File: src/rtl/seg_pattern_encoder_if.sv
// Display readback bus: multiplexed digit select and segment byte in, decoded digits out.
// The master drives an/seg and observes results; the slave is the encoder.
// Output fields are registered inside the encoder; this file carries no logic.
`timescale 1ns/1ps
interface seg_pattern_encoder_if #(
  parameter int NDIG = 4
);
  logic [NDIG-1:0]   an;
  logic [7:0]        seg;
  logic [4*NDIG-1:0] digits_out;
  logic [NDIG-1:0]   dp_out;
  logic [NDIG-1:0]   valid_out;
  logic              frame_done;
  logic              err;

  modport master (
    output an, seg,
    input  digits_out, dp_out, valid_out, frame_done, err
  );

  modport slave (
    input  an, seg,
    output digits_out, dp_out, valid_out, frame_done, err
  );
endinterface

File: src/rtl/seg_pattern_encoder.sv
// Reads the multiplexed 7-segment bus back into per-digit hex nibbles with decimal points.
// Latency: {an,seg} stable before edge t0 -> outputs update at edge t0+STABLE_CYC.
// No backpressure: a passive monitor that samples every cycle and never stalls the display.
`timescale 1ns/1ps
module seg_pattern_encoder #(
  parameter int NDIG           = 4,
  parameter int STABLE_CYC     = 4,
  parameter int SEG_ACTIVE_LOW = 0
) (
  input  logic                  clk,
  input  logic                  rst_n,
  seg_pattern_encoder_if.slave  bus
);

  localparam int CW = $clog2(STABLE_CYC + 1);

  typedef enum logic [1:0] {
    S_WAIT = 2'd0,
    S_CAPT = 2'd1,
    S_HOLD = 2'd2
  } state_t;

  logic [NDIG-1:0]   r_an;
  logic [7:0]        r_seg;
  logic [CW-1:0]     r_cnt;
  state_t            r_state;
  logic [4*NDIG-1:0] r_digits;
  logic [NDIG-1:0]   r_dp;
  logic [NDIG-1:0]   r_valid;
  logic [NDIG-1:0]   r_seen;
  logic              r_frame_done;
  logic              r_err;

  logic              w_chg;
  logic [CW-1:0]     w_cnt_nxt;
  state_t            w_state_nxt;
  logic              w_capt;
  logic [7:0]        w_seg_eff;
  logic [3:0]        w_nib;
  logic              w_legal;
  logic              w_blank;
  logic              w_multi;
  logic [NDIG-1:0]   w_cm;
  logic              w_full;

  // Any difference between the pins and the last registered sample restarts stability counting.
  assign w_chg     = ({bus.an, bus.seg} != {r_an, r_seg});
  // Decoding always works on lit=1 polarity regardless of the pin polarity.
  assign w_seg_eff = (SEG_ACTIVE_LOW != 0) ? ~r_seg : r_seg;
  assign w_blank   = (w_seg_eff[6:0] == 7'h00);
  assign w_multi   = ((r_an & (r_an - NDIG'(1))) != '0);
  // Digits touched by this capture; multi-hot slots update nothing.
  assign w_cm      = (w_capt && !w_multi) ? r_an : '0;
  assign w_full    = &r_seen;

  // Register the raw pins; every decision is made on the registered copy.
  always_ff @(posedge clk or negedge rst_n) begin
    if (!rst_n) begin
      r_an  <= '0;
      r_seg <= '0;
    end else begin
      r_an  <= bus.an;
      r_seg <= bus.seg;
    end
  end

  // Stability count: cleared on change, otherwise counts up and saturates at STABLE_CYC.
  always_comb begin
    w_cnt_nxt = r_cnt;
    if (w_chg) begin
      w_cnt_nxt = '0;
    end else if (r_cnt != CW'(STABLE_CYC)) begin
      w_cnt_nxt = r_cnt + CW'(1);
    end
  end

  // Counter and FSM state registers.
  always_ff @(posedge clk or negedge rst_n) begin
    if (!rst_n) begin
      r_cnt   <= '0;
      r_state <= S_WAIT;
    end else begin
      r_cnt   <= w_cnt_nxt;
      r_state <= w_state_nxt;
    end
  end

  // Next state: enter CAPT exactly once per stable run; a change during CAPT still captures.
  always_comb begin
    w_state_nxt = r_state;
    w_capt      = 1'b0;
    case (r_state)
      S_WAIT: begin
        if (!w_chg && (w_cnt_nxt == CW'(STABLE_CYC - 1))) begin
          w_state_nxt = S_CAPT;
        end
      end
      S_CAPT: begin
        w_capt      = 1'b1;
        w_state_nxt = w_chg ? S_WAIT : S_HOLD;
      end
      S_HOLD: begin
        if (w_chg) begin
          w_state_nxt = S_WAIT;
        end
      end
      default: begin
        w_state_nxt = S_WAIT;
      end
    endcase
  end

  // Glyph table lookup; the decimal point bit never takes part in the match.
  always_comb begin
    w_nib   = 4'h0;
    w_legal = 1'b1;
    case (w_seg_eff[6:0])
      7'h3F: w_nib = 4'h0;
      7'h06: w_nib = 4'h1;
      7'h5B: w_nib = 4'h2;
      7'h4F: w_nib = 4'h3;
      7'h66: w_nib = 4'h4;
      7'h6D: w_nib = 4'h5;
      7'h7D: w_nib = 4'h6;
      7'h07: w_nib = 4'h7;
      7'h7F: w_nib = 4'h8;
      7'h6F: w_nib = 4'h9;
      7'h77: w_nib = 4'hA;
      7'h7C: w_nib = 4'hB;
      7'h39: w_nib = 4'hC;
      7'h5E: w_nib = 4'hD;
      7'h79: w_nib = 4'hE;
      7'h71: w_nib = 4'hF;
      default: w_legal = 1'b0;
    endcase
  end

  // Per-digit capture: legal glyph loads nibble+dp, blank keeps nibble but loads dp, junk only drops valid.
  always_ff @(posedge clk or negedge rst_n) begin
    if (!rst_n) begin
      r_digits <= '0;
      r_dp     <= '0;
      r_valid  <= '0;
    end else if (w_capt && !w_multi) begin
      for (int i = 0; i < NDIG; i++) begin
        if (r_an[i]) begin
          if (w_legal) begin
            r_digits[4*i +: 4] <= w_nib;
            r_dp[i]            <= w_seg_eff[7];
            r_valid[i]         <= 1'b1;
          end else begin
            r_valid[i] <= 1'b0;
            if (w_blank) begin
              r_dp[i] <= w_seg_eff[7];
            end
          end
        end
      end
    end
  end

  // Frame tracking and event pulses; a full mask restarts with this cycle's capture already recorded.
  always_ff @(posedge clk or negedge rst_n) begin
    if (!rst_n) begin
      r_seen       <= '0;
      r_frame_done <= 1'b0;
      r_err        <= 1'b0;
    end else begin
      r_seen       <= w_full ? w_cm : (r_seen | w_cm);
      r_frame_done <= w_full;
      r_err        <= w_capt && (r_an != '0) && (w_multi || (!w_legal && !w_blank));
    end
  end

  assign bus.digits_out = r_digits;
  assign bus.dp_out     = r_dp;
  assign bus.valid_out  = r_valid;
  assign bus.frame_done = r_frame_done;
  assign bus.err        = r_err;

endmodule

File: src/flat_wrapper.sv
// flat-port wrapper written by rule: the top's interface ports become plain ports
module seg_pattern_encoder_flat 
#(
  parameter int NDIG           = 4,
  parameter int STABLE_CYC     = 4,
  parameter int SEG_ACTIVE_LOW = 0
)
  (clk, rst_n, bus_an, bus_seg, bus_digits_out, bus_dp_out, bus_valid_out, bus_frame_done, bus_err);
  seg_pattern_encoder_if #(.NDIG(NDIG)) bus_i ();
  input  logic clk;
  input  logic rst_n;
  input wire logic [$bits(bus_i.an)-1:0] bus_an;
  input wire logic [$bits(bus_i.seg)-1:0] bus_seg;
  output wire logic [$bits(bus_i.digits_out)-1:0] bus_digits_out;
  output wire logic [$bits(bus_i.dp_out)-1:0] bus_dp_out;
  output wire logic [$bits(bus_i.valid_out)-1:0] bus_valid_out;
  output wire logic [$bits(bus_i.frame_done)-1:0] bus_frame_done;
  output wire logic [$bits(bus_i.err)-1:0] bus_err;
  assign bus_i.an = bus_an;
  assign bus_i.seg = bus_seg;
  assign bus_digits_out = bus_i.digits_out;
  assign bus_dp_out = bus_i.dp_out;
  assign bus_valid_out = bus_i.valid_out;
  assign bus_frame_done = bus_i.frame_done;
  assign bus_err = bus_i.err;
  seg_pattern_encoder #(.NDIG(NDIG), .STABLE_CYC(STABLE_CYC), .SEG_ACTIVE_LOW(SEG_ACTIVE_LOW)) u_core (.clk(clk), .rst_n(rst_n), .bus(bus_i));
endmodule
File: config.mk
export PLATFORM = sky130hd
export DESIGN_NAME = seg_pattern_encoder_flat
export DESIGN_NICKNAME = d
export VERILOG_FILES = /design/src/rtl/seg_pattern_encoder_if.sv /design/src/rtl/seg_pattern_encoder.sv /design/src/flat_wrapper.sv
export SDC_FILE = /design/constraint.sdc
export NUM_CORES = 1
export LEC_CHECK = 0
export BUFFER_PORTS_ARGS = -buffer_cell sky130_fd_sc_hd__buf_2
export CAP_MARGIN = 30
export CORE_MARGIN = 3
export CORE_UTILIZATION = 35
export CTS_CLUSTER_DIAMETER = 150
export CTS_CLUSTER_SIZE = 8
export DETAILED_ROUTE_END_ITERATION = 8
export PLACE_DENSITY = 0.58
export SLEW_MARGIN = 30
export SYNTH_ARGS = -nofsm -noshare
export SYNTH_HDL_FRONTEND = slang
export SYNTH_SLANG_ARGS = --single-unit
File: constraint.sdc
create_clock -name clk -period 2.7 [get_ports clk]
set_input_delay 0.27 -clock clk [delete_from_list [all_inputs] [get_ports clk]]
set_output_delay 0.27 -clock clk [all_outputs]
set_load 0.05 [all_outputs]
==> impl_metrics.tcl <==
set metrics [dict create \
    syn_to_final_growth_pct 16.49 \
    fmax_ghz 0.4207 \
    setup_violations 0 \
    rows 28 \
    vias 1669 \
    cp_max_fo 14 \
    ys_async_sr_fraction_pct 100.0 \
    tns_ps 0 \
    yosysWarnings 0 \
    postRouteAntennaNets 0 \
    cp.arrival_ps 2570 \
    finClkSkew_ps 13.16 \
    drt-initial-drc-count 85 \
    slew_violations 0 \
    outcome "complete, no violations" \
    clockBufferDepth 2 \
    drc 0 \
    io_pins 40 \
    p_per_area_nw_per_um2 514.5 \
    hold_violations 0 \
    ys_types 46 \
    grtUsageTotal_pct 13.68 \
    cts_tree "built" \
    io_buffers 39 \
    viasPerCell 5.088 \
    syn-mean-instance-area_sq_um 10.52 \
    cts_buffers 5 \
    cts_root_buf "clkbuf_8" \
    hold_path_class "in2reg" \
    yosysSeqAreaShare_pct 52.02 \
    yosys.area.top_type "dfrtp_1" \
    maxCapViolCount 0 \
    r2r_slack_ps 320 \
    die_w_um 86.37 \
    ir_drop_mv 0.3010 \
    grt_pass1_wl_um 7990 \
    post-synth-top-area-fraction_pct 52.02 \
    totalWireLength_um 4793 \
    path_class "reg2reg" \
    insertedDiodeCount 0 \
    start_kind "flip-flop" \
    fin_crit_ps 2377 \
    synth_flop_cell "dfrtp_1" \
    dieArea_sq_um 7460 \
    grt_overflow 0 \
    final_util_pct 43.21 \
    grt_pass1_vias 1624 \
    rsz0062_at_grt "no" \
    gp_congestion 0.7900 \
    finalNonFillerCells 328 \
    syn_inst 215 \
    synth_area_sq_um 2261 \
    worst_slew_pin_slew_ps 591.8 \
    grt_max_degree 48 \
    synth_area_leaders "dfrtp_1 (52%), xor2_1 (4.6%), nand2_1 (4.3%)" \
    path_clk_slew_ps 80 \
    fin_area_sq_um 2634 \
    die_h_um 86.37 \
    drt_pass1_iterations 4 \
    synth_edf_count 0 \
    fillers 606 \
    clk_latency_ps 310 \
    cts.sinks 47 \
    coreArea_sq_um 6096 \
    p_leak_uw 0.001294 \
    cp-end-kind "flip-flop" \
    crit_required_ps 2900 \
    cts_resized 0 \
    wl_per_cell_um 14.61 \
    max-slew-margin-rel_pct 60.55 \
    nets 268 \
    synth_nets 231 \
    initial_utilization_pct 37.09 \
    placed_area_sq_um 2507 \
    htreeDepth 2 \
    synth_most_common_cell "dfrtp_1" \
    ys_ff_latch 47 \
    fin_crit_sh_pct 88.03 \
    antenna_found_initial 0 \
    place_inst 319 \
    final_layout_size_suffix_gt1_share_pct 24.11 \
    dp_hpwl_um 3440 \
    total_power_uw 1355 \
    yosys-top-cells-count "dfrtp_1 (47), nand2_1 (26), nor2_1 (16)" \
]
state kept, by name (all words and copies together), names as in the netlist:
register,flops
u_core.bus.digits_out,16
u_core.r_seg,8
u_core.bus.dp_out,4
u_core.bus.valid_out,4
u_core.r_an,4
u_core.r_seen,4
u_core.r_cnt,3
u_core.r_state,2
u_core.bus.err,1
u_core.bus.frame_done,1
final timing paths:
path                                              start  depth (start not counted)                       end
min in group asynchronous                         rst_n                          2  u_core.bus.digits_out[3]
worst max register to register          u_core.r_seg[3]                          6            u_core.bus.err
worst min-delay path                          bus_an[2]                          1            u_core.r_an[2]
max in group asynchronous                         rst_n                          2           u_core.r_seg[6]
worst min register to register  u_core.bus.valid_out[2]                          1   u_core.bus.valid_out[2]
worst max-delay path                    u_core.r_seg[3]                          6            u_core.bus.err
logic make-up (layout without fill, tap and decap cells):
| group | Yosys count | in the layout | synth area share (%) |
|---|---|---|---|
| AND/OR/NAND/NOR | 80 | 80 | 18.32 |
| flip-flops | 47 | 47 | 52.02 |
| AO/OA/AOI/OAI | 44 | 44 | 15.33 |
| buffers and inverters | 23 | 61 | 4.649 |
| XOR/XNOR | 14 | 14 | 5.423 |
| multiplexers | 4 | 4 | 2.656 |
| adder cells (fa/ha/maj) | 3 | 3 | 1.605 |
metrics by stage:
| stage | hold slack [ps] | setup WS [ps] |
|---|---|---|
| floorplan | -25.59 | 725.6 |
| global placement | 402.1 | 381.0 |
| detailed placement | 319.0 | 331.3 |
| CTS | 86.97 | 294.8 |
| global route | 82.37 | 123.7 |
| finish | 95.94 | 323.2 |
worst max-delay path: stages, from the launching register on:
cell,delay [ps]
dfrtp_1,550
maj3_2,390
a32o_1,290
a31oi_4,240
and3_1,400
nor4_1,100
nor4_2,310
repair_timing:
action	CTS	global route
endpoints found under the hold margin	47	0
buffers inserted	0	0
hold buffers	1	0
power breakdown:
group | switching (uW) | leakage, uW | internal, uW
logic | 51.7 | 0.000607 | 35.5
registers | 27.9 | 0.000629 | 712
clock network | 247 | 0.0000587 | 281
total | 327 | 0.00129 | 1030
placed cells by master, fill, tap and decap left out, types with 2 or more instances in the layout:
master,Yosys,layout
dfrtp_1,47,47
buf_2,6,38
nand2_1,26,26
nor2_1,16,16
o21ai_0,14,14
xor2_1,12,12
inv_1,10,10
nand3_1,8,8
o2bb2ai_1,6,6
nor4_1,5,5
a21oi_1,5,5
clkbuf_8,0,5
mux2_4,4,4
buf_4,1,4
and2_1,3,3
o31ai_1,3,3
xnor2_1,2,2
nand3b_1,2,2
nand4_1,2,2
nor2b_1,2,2
nor3b_1,2,2
nor3_1,2,2
nor4bb_1,2,2
a31oi_1,2,2
nor4_2,2,2
and3_1,2,2
nand2b_1,2,2
a22oi_1,2,2
a32oi_1,2,2
ha_1,2,2
layer usage:
metal,wire length (um),global-route usage (%),vias up
met3,179,3.042,8
met5,0,0,-
met1,2174,18.50,794
met2,2330,21.35,32
li1,-,-,835
met4,109,5.382,0
area by class of cell:
| type | count | area, sq um | share of cell area [%] |
|---|---|---|---|
| clock buffers | 5 | 68.82 | 2.613 |
| clock inverters | 3 | 47.55 | 1.805 |
| well taps | 75 | 93.84 | 3.563 |
| multi-input cells | 145 | 979.7 | 37.20 |
| inverters | 10 | 37.54 | 1.425 |
| repair buffers | 43 | 230.2 | 8.741 |
| flip-flops and latches | 47 | 1176 | 44.66 |
Power figures use the tool's default switching activity.
